<file path="src/rtl/ascon_pkg.sv">
// rtl/ascon_pkg.sv - shared ASCON constants, FSM encoding and helpers
//
// Contents:
//   STATE_W / WORD_W  permutation state and word widths
//   fsm_state_t       finalization FSM encoding (IDLE, PERM, FIN)
//   round_const()     12-entry round-constant table, indexed by global round
//   ROT_*             linear-layer rotation amounts per word
//   rotr()            64-bit right rotation
package ascon_pkg;

  localparam int STATE_W = 320;
  localparam int WORD_W  = 64;

  typedef enum logic [1:0] {
    IDLE = 2'd0,
    PERM = 2'd1,
    FIN  = 2'd2
  } fsm_state_t;

  // Linear-layer rotation pairs, one pair per state word.
  localparam int ROT_X0_A = 19;
  localparam int ROT_X0_B = 28;
  localparam int ROT_X1_A = 61;
  localparam int ROT_X1_B = 39;
  localparam int ROT_X2_A = 1;
  localparam int ROT_X2_B = 6;
  localparam int ROT_X3_A = 10;
  localparam int ROT_X3_B = 17;
  localparam int ROT_X4_A = 7;
  localparam int ROT_X4_B = 41;

  // Round constants for p^12; indices past the table return 0 so an idle
  // chain (counter parked at 12) never reads out of range.
  function automatic logic [7:0] round_const(input logic [3:0] idx);
    case (idx)
      4'd0:    return 8'hf0;
      4'd1:    return 8'he1;
      4'd2:    return 8'hd2;
      4'd3:    return 8'hc3;
      4'd4:    return 8'hb4;
      4'd5:    return 8'ha5;
      4'd6:    return 8'h96;
      4'd7:    return 8'h87;
      4'd8:    return 8'h78;
      4'd9:    return 8'h69;
      4'd10:   return 8'h5a;
      4'd11:   return 8'h4b;
      default: return 8'h00;
    endcase
  endfunction

  function automatic logic [WORD_W-1:0] rotr(input logic [WORD_W-1:0] x, input int n);
    return (x >> n) | (x << (WORD_W - n));
  endfunction

endpackage

</file>
<file path="src/rtl/ascon_round.sv">
// rtl/ascon_round.sv - one combinational ASCON permutation round
//
// Ports:
//   x0..x4  in   64  state words entering the round
//   rc      in   8   round constant, XORed into the low byte of x2
//   y0..y4  out  64  state words leaving the round
module ascon_round
  import ascon_pkg::*;
(
  input  logic [WORD_W-1:0] x0,
  input  logic [WORD_W-1:0] x1,
  input  logic [WORD_W-1:0] x2,
  input  logic [WORD_W-1:0] x3,
  input  logic [WORD_W-1:0] x4,
  input  logic [7:0]        rc,
  output logic [WORD_W-1:0] y0,
  output logic [WORD_W-1:0] y1,
  output logic [WORD_W-1:0] y2,
  output logic [WORD_W-1:0] y3,
  output logic [WORD_W-1:0] y4
);

  logic [WORD_W-1:0] c2;
  logic [WORD_W-1:0] s0, s1, s2, s3, s4;
  logic [WORD_W-1:0] u0, u1, u2, u3, u4;
  logic [WORD_W-1:0] v0, v1, v2, v3, v4;

  assign c2 = x2 ^ {{(WORD_W-8){1'b0}}, rc};

  // Bit-sliced S-box: input mixing, chi-like core, output mixing.
  // Every stage gets its own names so there is no in-place update.
  assign s0 = x0 ^ x4;
  assign s1 = x1;
  assign s2 = c2 ^ x1;
  assign s3 = x3;
  assign s4 = x4 ^ x3;

  assign u0 = s0 ^ (~s1 & s2);
  assign u1 = s1 ^ (~s2 & s3);
  assign u2 = s2 ^ (~s3 & s4);
  assign u3 = s3 ^ (~s4 & s0);
  assign u4 = s4 ^ (~s0 & s1);

  assign v0 = u0 ^ u4;
  assign v1 = u1 ^ u0;
  assign v2 = ~u2;
  assign v3 = u3 ^ u2;
  assign v4 = u4;

  assign y0 = v0 ^ rotr(v0, ROT_X0_A) ^ rotr(v0, ROT_X0_B);
  assign y1 = v1 ^ rotr(v1, ROT_X1_A) ^ rotr(v1, ROT_X1_B);
  assign y2 = v2 ^ rotr(v2, ROT_X2_A) ^ rotr(v2, ROT_X2_B);
  assign y3 = v3 ^ rotr(v3, ROT_X3_A) ^ rotr(v3, ROT_X3_B);
  assign y4 = v4 ^ rotr(v4, ROT_X4_A) ^ rotr(v4, ROT_X4_B);

endmodule

</file>
<file path="src/rtl/finalization.sv">
// rtl/finalization.sv - iterative ASCON-128 finalization with tag generate/verify
//
// Ports:
//   clk, rst            clock (rising edge), synchronous active-high reset
//   start               one-cycle request, sampled only in IDLE
//   mode                0 = generate tag, 1 = generate and verify
//   s0..s4              64-bit input state words x0..x4
//   k0, k1              key, k0 = most significant half
//   tag_in0, tag_in1    received tag, tag_in0 = most significant half
//   busy                high from the cycle after acceptance through the done cycle
//   done                one-cycle pulse, tag outputs valid from here on
//   t0, t1              tag words, held until the next result
//   tag_ok              full-width tag match in mode 1, always 0 in mode 0
module finalization
  import ascon_pkg::*;
#(
  parameter int ROUNDS           = 12,
  parameter int ROUNDS_PER_CYCLE = 1
) (
  input  logic              clk,
  input  logic              rst,
  input  logic              start,
  input  logic              mode,
  input  logic [WORD_W-1:0] s0,
  input  logic [WORD_W-1:0] s1,
  input  logic [WORD_W-1:0] s2,
  input  logic [WORD_W-1:0] s3,
  input  logic [WORD_W-1:0] s4,
  input  logic [WORD_W-1:0] k0,
  input  logic [WORD_W-1:0] k1,
  input  logic [WORD_W-1:0] tag_in0,
  input  logic [WORD_W-1:0] tag_in1,
  output logic              busy,
  output logic              done,
  output logic [WORD_W-1:0] t0,
  output logic [WORD_W-1:0] t1,
  output logic              tag_ok
);

  fsm_state_t         state;
  logic [3:0]         cnt;
  logic [STATE_W-1:0] x_q;
  logic [WORD_W-1:0]  k0_q, k1_q, tin0_q, tin1_q;
  logic               mode_q;

  logic [WORD_W-1:0]  r0, r1, r2, r3, r4;

  // Unrolled round chain. Each stage owns its own wires so the chain is a
  // straight feed-forward path; stage j uses constant c[cnt + j].
  for (genvar j = 0; j < ROUNDS_PER_CYCLE; j++) begin : g_stage
    logic [WORD_W-1:0] a0, a1, a2, a3, a4;
    logic [WORD_W-1:0] y0, y1, y2, y3, y4;
    logic [7:0]        rc;

    if (j == 0) begin : g_first
      assign a0 = x_q[4*WORD_W +: WORD_W];
      assign a1 = x_q[3*WORD_W +: WORD_W];
      assign a2 = x_q[2*WORD_W +: WORD_W];
      assign a3 = x_q[1*WORD_W +: WORD_W];
      assign a4 = x_q[0*WORD_W +: WORD_W];
    end else begin : g_next
      assign a0 = g_stage[j-1].y0;
      assign a1 = g_stage[j-1].y1;
      assign a2 = g_stage[j-1].y2;
      assign a3 = g_stage[j-1].y3;
      assign a4 = g_stage[j-1].y4;
    end

    assign rc = round_const(cnt + 4'(j));

    ascon_round u_round (
      .x0 (a0),
      .x1 (a1),
      .x2 (a2),
      .x3 (a3),
      .x4 (a4),
      .rc (rc),
      .y0 (y0),
      .y1 (y1),
      .y2 (y2),
      .y3 (y3),
      .y4 (y4)
    );
  end

  assign r0 = g_stage[ROUNDS_PER_CYCLE-1].y0;
  assign r1 = g_stage[ROUNDS_PER_CYCLE-1].y1;
  assign r2 = g_stage[ROUNDS_PER_CYCLE-1].y2;
  assign r3 = g_stage[ROUNDS_PER_CYCLE-1].y3;
  assign r4 = g_stage[ROUNDS_PER_CYCLE-1].y4;

  // The tag is registered straight off the final chain output on the last
  // PERM edge, so done and the tag appear together while the FSM sits in FIN.
  always_ff @(posedge clk) begin
    if (rst) begin
      state  <= IDLE;
      busy   <= 1'b0;
      done   <= 1'b0;
      t0     <= '0;
      t1     <= '0;
      tag_ok <= 1'b0;
      cnt    <= '0;
      x_q    <= '0;
      k0_q   <= '0;
      k1_q   <= '0;
      tin0_q <= '0;
      tin1_q <= '0;
      mode_q <= 1'b0;
    end else begin
      case (state)
        IDLE: begin
          done <= 1'b0;
          if (start) begin
            x_q    <= {s0, s1 ^ k0, s2 ^ k1, s3, s4};
            k0_q   <= k0;
            k1_q   <= k1;
            tin0_q <= tag_in0;
            tin1_q <= tag_in1;
            mode_q <= mode;
            cnt    <= '0;
            busy   <= 1'b1;
            state  <= PERM;
          end
        end
        PERM: begin
          x_q <= {r0, r1, r2, r3, r4};
          cnt <= cnt + 4'(ROUNDS_PER_CYCLE);
          if (int'(cnt) + ROUNDS_PER_CYCLE >= ROUNDS) begin
            t0     <= r3 ^ k0_q;
            t1     <= r4 ^ k1_q;
            tag_ok <= mode_q && ({r3 ^ k0_q, r4 ^ k1_q} == {tin0_q, tin1_q});
            done   <= 1'b1;
            state  <= FIN;
          end
        end
        FIN: begin
          done  <= 1'b0;
          busy  <= 1'b0;
          state <= IDLE;
        end
        default: state <= IDLE;
      endcase
    end
  end

endmodule

</file>
<file path="config.mk">
export PLATFORM = sky130hd
export DESIGN_NAME = finalization
export DESIGN_NICKNAME = d
export VERILOG_FILES = /design/src/rtl/ascon_pkg.sv /design/src/rtl/ascon_round.sv /design/src/rtl/finalization.sv
export SDC_FILE = /design/constraint.sdc
export NUM_CORES = 2
export LEC_CHECK = 0
export ABC_AREA = 1
export ABC_CLOCK_PERIOD_IN_PS = 2900
export CORE_MARGIN = 10
export CORE_UTILIZATION = 25
export CTS_BUF_LIST = sky130_fd_sc_hd__clkbuf_2
export CTS_CLUSTER_SIZE = 40
export DETAILED_ROUTE_END_ITERATION = 10
export SYNTH_ARGS = -nofsm -noshare
export SYNTH_HDL_FRONTEND = slang
export SYNTH_SLANG_ARGS = --single-unit
export TNS_END_PERCENT = 100
</file>
<file path="constraint.sdc">
create_clock -name clk -period 2.9 [get_ports clk]
set_input_delay 0.725 -clock clk [delete_from_list [all_inputs] [get_ports clk]]
set_output_delay 0.725 -clock clk [all_outputs]
set_load 0.03 [all_outputs]
</file>
==> flow_results.org <==
** Outcome
- The flow ran to the end, but the final reports show violations.
- The final reports fail on setup timing.

** Clock tree
- TritonCTS clock tree :: done
- Clock root buffer master :: sky130_fd_sc_hd__clkbuf_2
- CTS saw a little over 700 sinks.
- Worst skew pair latency :: 1.99 ns
- Clock-pin slew was measured on the worst setup and hold paths at 0.12 ns.
- Htree depth :: 4
- Buffer levels on the longest clock path :: 3
- Number of buffers added by the clock tree synthesis step :: 231

** Power and ir drop
- Sequential share of power :: 11.9%
- Internal power comes to 0.04812 W.
- Clock power share :: 9.0%
- The analysis attributes to cell leakage a power of ~43 nW.
- Sw power :: 0.05275 W
- Peak supply drop :: 0.0005292 V
- Overall power :: 0.1009 W
- Gate power share :: about four fifths
- In this run the power density over the cells is 1110 mW/mm².
- Switching share of power :: around 52%

** Die
- The region available for standard cell placement spans 0.2023 mm².
- Starting utilization of the core area :: 25.13%
- The die covers 0.2218 mm².
- Overall die height :: 471.0 µm
- In this run the horizontal extent of the chip is between 400 and 500 µm.
- Pin placement for this block handled approximately 700 I/O pins.
- The initialized floorplan defines 165 standard-cell rows.

** Global route
- Entering global routing, the biggest net connects 100 pins.
- Total global routing track utilization :: 35.46%
- GRT overflow :: 0
- The via count of the first global-routing pass was 70.14k.
- Number of antenna violations at the first check in global routing :: 63
- The first global-routing pass estimated 555.1 mm of wire.

** Layout
- Final instance count without filler cells :: 14.35k
- Layout overhead on the synthesized area :: 78.77%
- Most common cell after layout, fill and taps aside :: sky130_fd_sc_hd__nand2_1
- Share of cells above drive strength 1 :: 25.15%
- Net count reported at finish :: 12.19k
- Final Cell Area :: 0.09091 mm²
- Leading cell types in the layout, fill and taps excluded :: sky130_fd_sc_hd__nand2_1, sky130_fd_sc_hd__buf_4, sky130_fd_sc_hd__dlygate4sd3_1

** Critical path
- For the worst setup path, the data required time is 4.76 ns.
- Counting cells, the worst reg-to-reg path comes to 23.
- The worst setup path is launched from a flop.
- CP arrival :: ~5.1 ns
- The worst setup path is of the flop to flop kind.
- The worst setup path is captured at a flop.
- In this run the worst path has a maximum fanout of 3.

** STA
- Clock skew :: 0.2125 ns
- Setup violations remaining at the end of the flow were counted as ~140.
- Part of the cycle the worst path needs :: 111.8%
- RSZ-0062 raised after global routing :: true
- Fmax :: between 0.3 and 0.4 GHz
- Headroom to the max-slew limit came out at 8.449%.
- Transition time at the pin with the least slew margin :: roughly 1.4 ns
- For the finished layout, the period the worst path requires is about 3.2 ns.
- Setup TNS after final layout :: -29.35 ns
- The count of endpoints failing hold in the final timing report is 0.
- Total count of max-transition violations in the final report :: 0
- Final Worst Setup Slack :: -0.3435 ns

** Place
- Routability-driven placement finished with a final weighted congestion of roughly 1.1.
- DP HPWL :: between 300 and 400 mm
- Placed cell count :: 12.97k
- Area after DPL :: between 0.07 and 0.08 mm²
- Number of port buffers :: a little over 700

** Synth
- The synthesized design contains 722 register bits.
- In this run, distinct cell masters in the synthesized netlist total 34.
- Top cell type's share of synthesized area :: 28.42%
- For this run, the leading register cell type out of synthesis is sky130_fd_sc_hd__dfxtp_1.
- Share of synthesized flip-flops with an asynchronous set or reset :: 0%
- YS warnings :: 0
- When the netlist entered floorplanning its net count stood at between 8k and 9k.
- Each instance of the synthesized netlist takes up on average 6.430 µm².
- Summing the sequential cell areas from Yosys gives roughly 28% of the chip area.
- Total standard cell area after synthesis :: between 0.05 and 0.06 mm²
- sky130_fd_sc_hd__dfxtp_1 takes more of the synthesized area than any other cell.
- Cell count after synthesis :: 7908
- Leading cell types by total area after synthesis :: sky130_fd_sc_hd__dfxtp_1, sky130_fd_sc_hd__nand2_1, sky130_fd_sc_hd__o21ai_0, sky130_fd_sc_hd__nand3_1, sky130_fd_sc_hd__xor2_1
- Counting flops with a built-in enable in the synthesized netlist gives 0.

** Flow run
- The tool flagged a number of max-cap violations equal to 0.

** Min path
- The min-delay analysis places its worst path in the category input port to flop.
- Counting instances, the worst hold path has a depth of 4.

** Drt
- Number of remaining DRC errors :: 0
- Final ANT Viol Nets :: 0
- Number of vias per cell :: approximately 5
- For this block, the via count after detailed routing is 73.21k.
- For this run, the detailed router's first-pass iteration total came to 8.
- Routed WL :: 414.2 mm
- Average wire per standard cell :: roughly 29 µm
- DRC violation total after the first TritonRoute iteration :: 8930
==> critical path, cell delays in order, from the launching register on <==
cell and delay (ns):
sky130_fd_sc_hd__dfxtp_1 0.34, sky130_fd_sc_hd__inv_1 0.11, sky130_fd_sc_hd__ha_1 0.33, sky130_fd_sc_hd__inv_1 0.09, sky130_fd_sc_hd__nand3_1 0.08, sky130_fd_sc_hd__nand2_1 0.12
sky130_fd_sc_hd__buf_12 0.15, sky130_fd_sc_hd__buf_4 0.14, sky130_fd_sc_hd__nand2_1 0.09, sky130_fd_sc_hd__nand2_1 0.10, sky130_fd_sc_hd__nand2_2 0.09, sky130_fd_sc_hd__nand2_1 0.07
sky130_fd_sc_hd__nand2_1 0.06, sky130_fd_sc_hd__nand2_2 0.14, sky130_fd_sc_hd__xor2_1 0.18, sky130_fd_sc_hd__nand2_1 0.12, sky130_fd_sc_hd__nor2_4 0.16, sky130_fd_sc_hd__nand2_2 0.10
sky130_fd_sc_hd__nor2_1 0.14, sky130_fd_sc_hd__buf_4 0.19, sky130_fd_sc_hd__nand2_1 0.11, sky130_fd_sc_hd__nor2_1 0.10, sky130_fd_sc_hd__nand2_1 0.07, sky130_fd_sc_hd__a21oi_2 0.10
==> synth_stat cells (all sizes together) (6+ instances only) <==
| library cell | n |
|---|---|
| nand3 | 738 |
| buf | 17 |
| ha | 130 |
| inv | 787 |
| a31oi | 23 |
| o21bai | 6 |
| dfxtp | 722 |
| o211ai | 92 |
| nor2 | 369 |
| xnor2 | 399 |
| clkbuf | 288 |
| a221oi | 93 |
| o221ai | 9 |
| o21ai | 782 |
| a21oi | 530 |
| nand2 | 2485 |
| xor2 | 409 |
| nand4 | 21 |
==> layer usage <==
layer,up-vias,share of wire [%],track usage (%)
li1,32946,-,-
met1,35163,42,45.87
met2,4126,43,54.32
met3,967,8.7,7.350
met4,12,7.0,20.58
met5,-,0.051,0
==> cells by family (layout without fill, tap and decap cells) <==
group / count (synthesis) / count (layout) / synth area share, %
adder cells (fa/ha/maj): 130 / 130 / 3.199
buffers and inverters: 1093 / 4826 / 8.070
flip-flops: 722 / 722 / 28.42
other: 0 / 38 / 0
AND/OR/NAND/NOR: 3616 / 3616 / 28.74
AO/OA/AOI/OAI: 1539 / 1539 / 16.47
XOR/XNOR: 808 / 808 / 15.09
==> power groups by stage <==
stage / clock (W) / sequential, W / combinational, W
after global routing: 0.00973 / 0.0122 / 0.0826
after detailed placement: 0 / 0.0122 / 0.0746
after floorplan: 0 / 0.0121 / 0.0284
after CTS: 0.00926 / 0.0120 / 0.0763
final: 0.00911 / 0.0120 / 0.0797
after global placement: 0 / 0.0122 / 0.0746
==> registers in the layout, summed over array words and instances, names as in the netlist <==
signal and cells:
x_q 320, cnt 4, state 2, t1 64, t0 64, k1_q 64
done 1, busy 1, mode_q 1, tin1_q 64, k0_q 64, tag_ok 1
g_stage.rc 8, tin0_q 64
==> metrics by stage <==
step           setup slack [ns]  util [%]  hold slack [ns]
5_1_grt                 -0.4564     44.91           0.1294
2_1_floorplan            0.5240         -           0.4300
6_report                -0.3435     44.93           0.1846
3_3_place_gp             -1.326     38.60           0.4512
4_1_cts                 -0.5489     44.37        0.0002893
3_5_place_dp             -1.319     38.60           0.4551
==> layout make-up <==
cell class / count / area (µm²)
Antenna cell: 38 / 95.09
Clock buffer: 343 / 1717
Clock inverter: 56 / 321.6
Fill cell: 20318 / 111400
Inverter: 788 / 2990
Multi-Input combinational cell: 6093 / 33290
Sequential cell: 722 / 14650
Tap cell: 2672 / 3343
Timing Repair Buffer: 3639 / 34500
==> path summary, 6_finish.rpt <==
| check | endpoint | slack (ns) | start |
|---|---|---|---|
| setup / recovery | tag_ok$_SDFFE_PP0P_ | -0.34 | x_q[100]$_SDFFE_PP0P_ |
| hold / removal | x_q[25]$_SDFFE_PP0P_ | 0.18 | s4[25] |
| setup reg to reg | tag_ok$_SDFFE_PP0P_ | -0.34 | x_q[100]$_SDFFE_PP0P_ |
| hold reg to reg | x_q[75]$_SDFFE_PP0P_ | 0.47 | x_q[75]$_SDFFE_PP0P_ |
==> what timing repair did <==
action	in CTS	in global routing
buffers inserted	11	33
pin swaps	4	40
hold buffers	902	0
resized for setup	1091	185
gates cloned	0	0
endpoints found under the setup margin	154	166
hold endpoints to repair	721	0
Power figures use the tool's default switching activity.
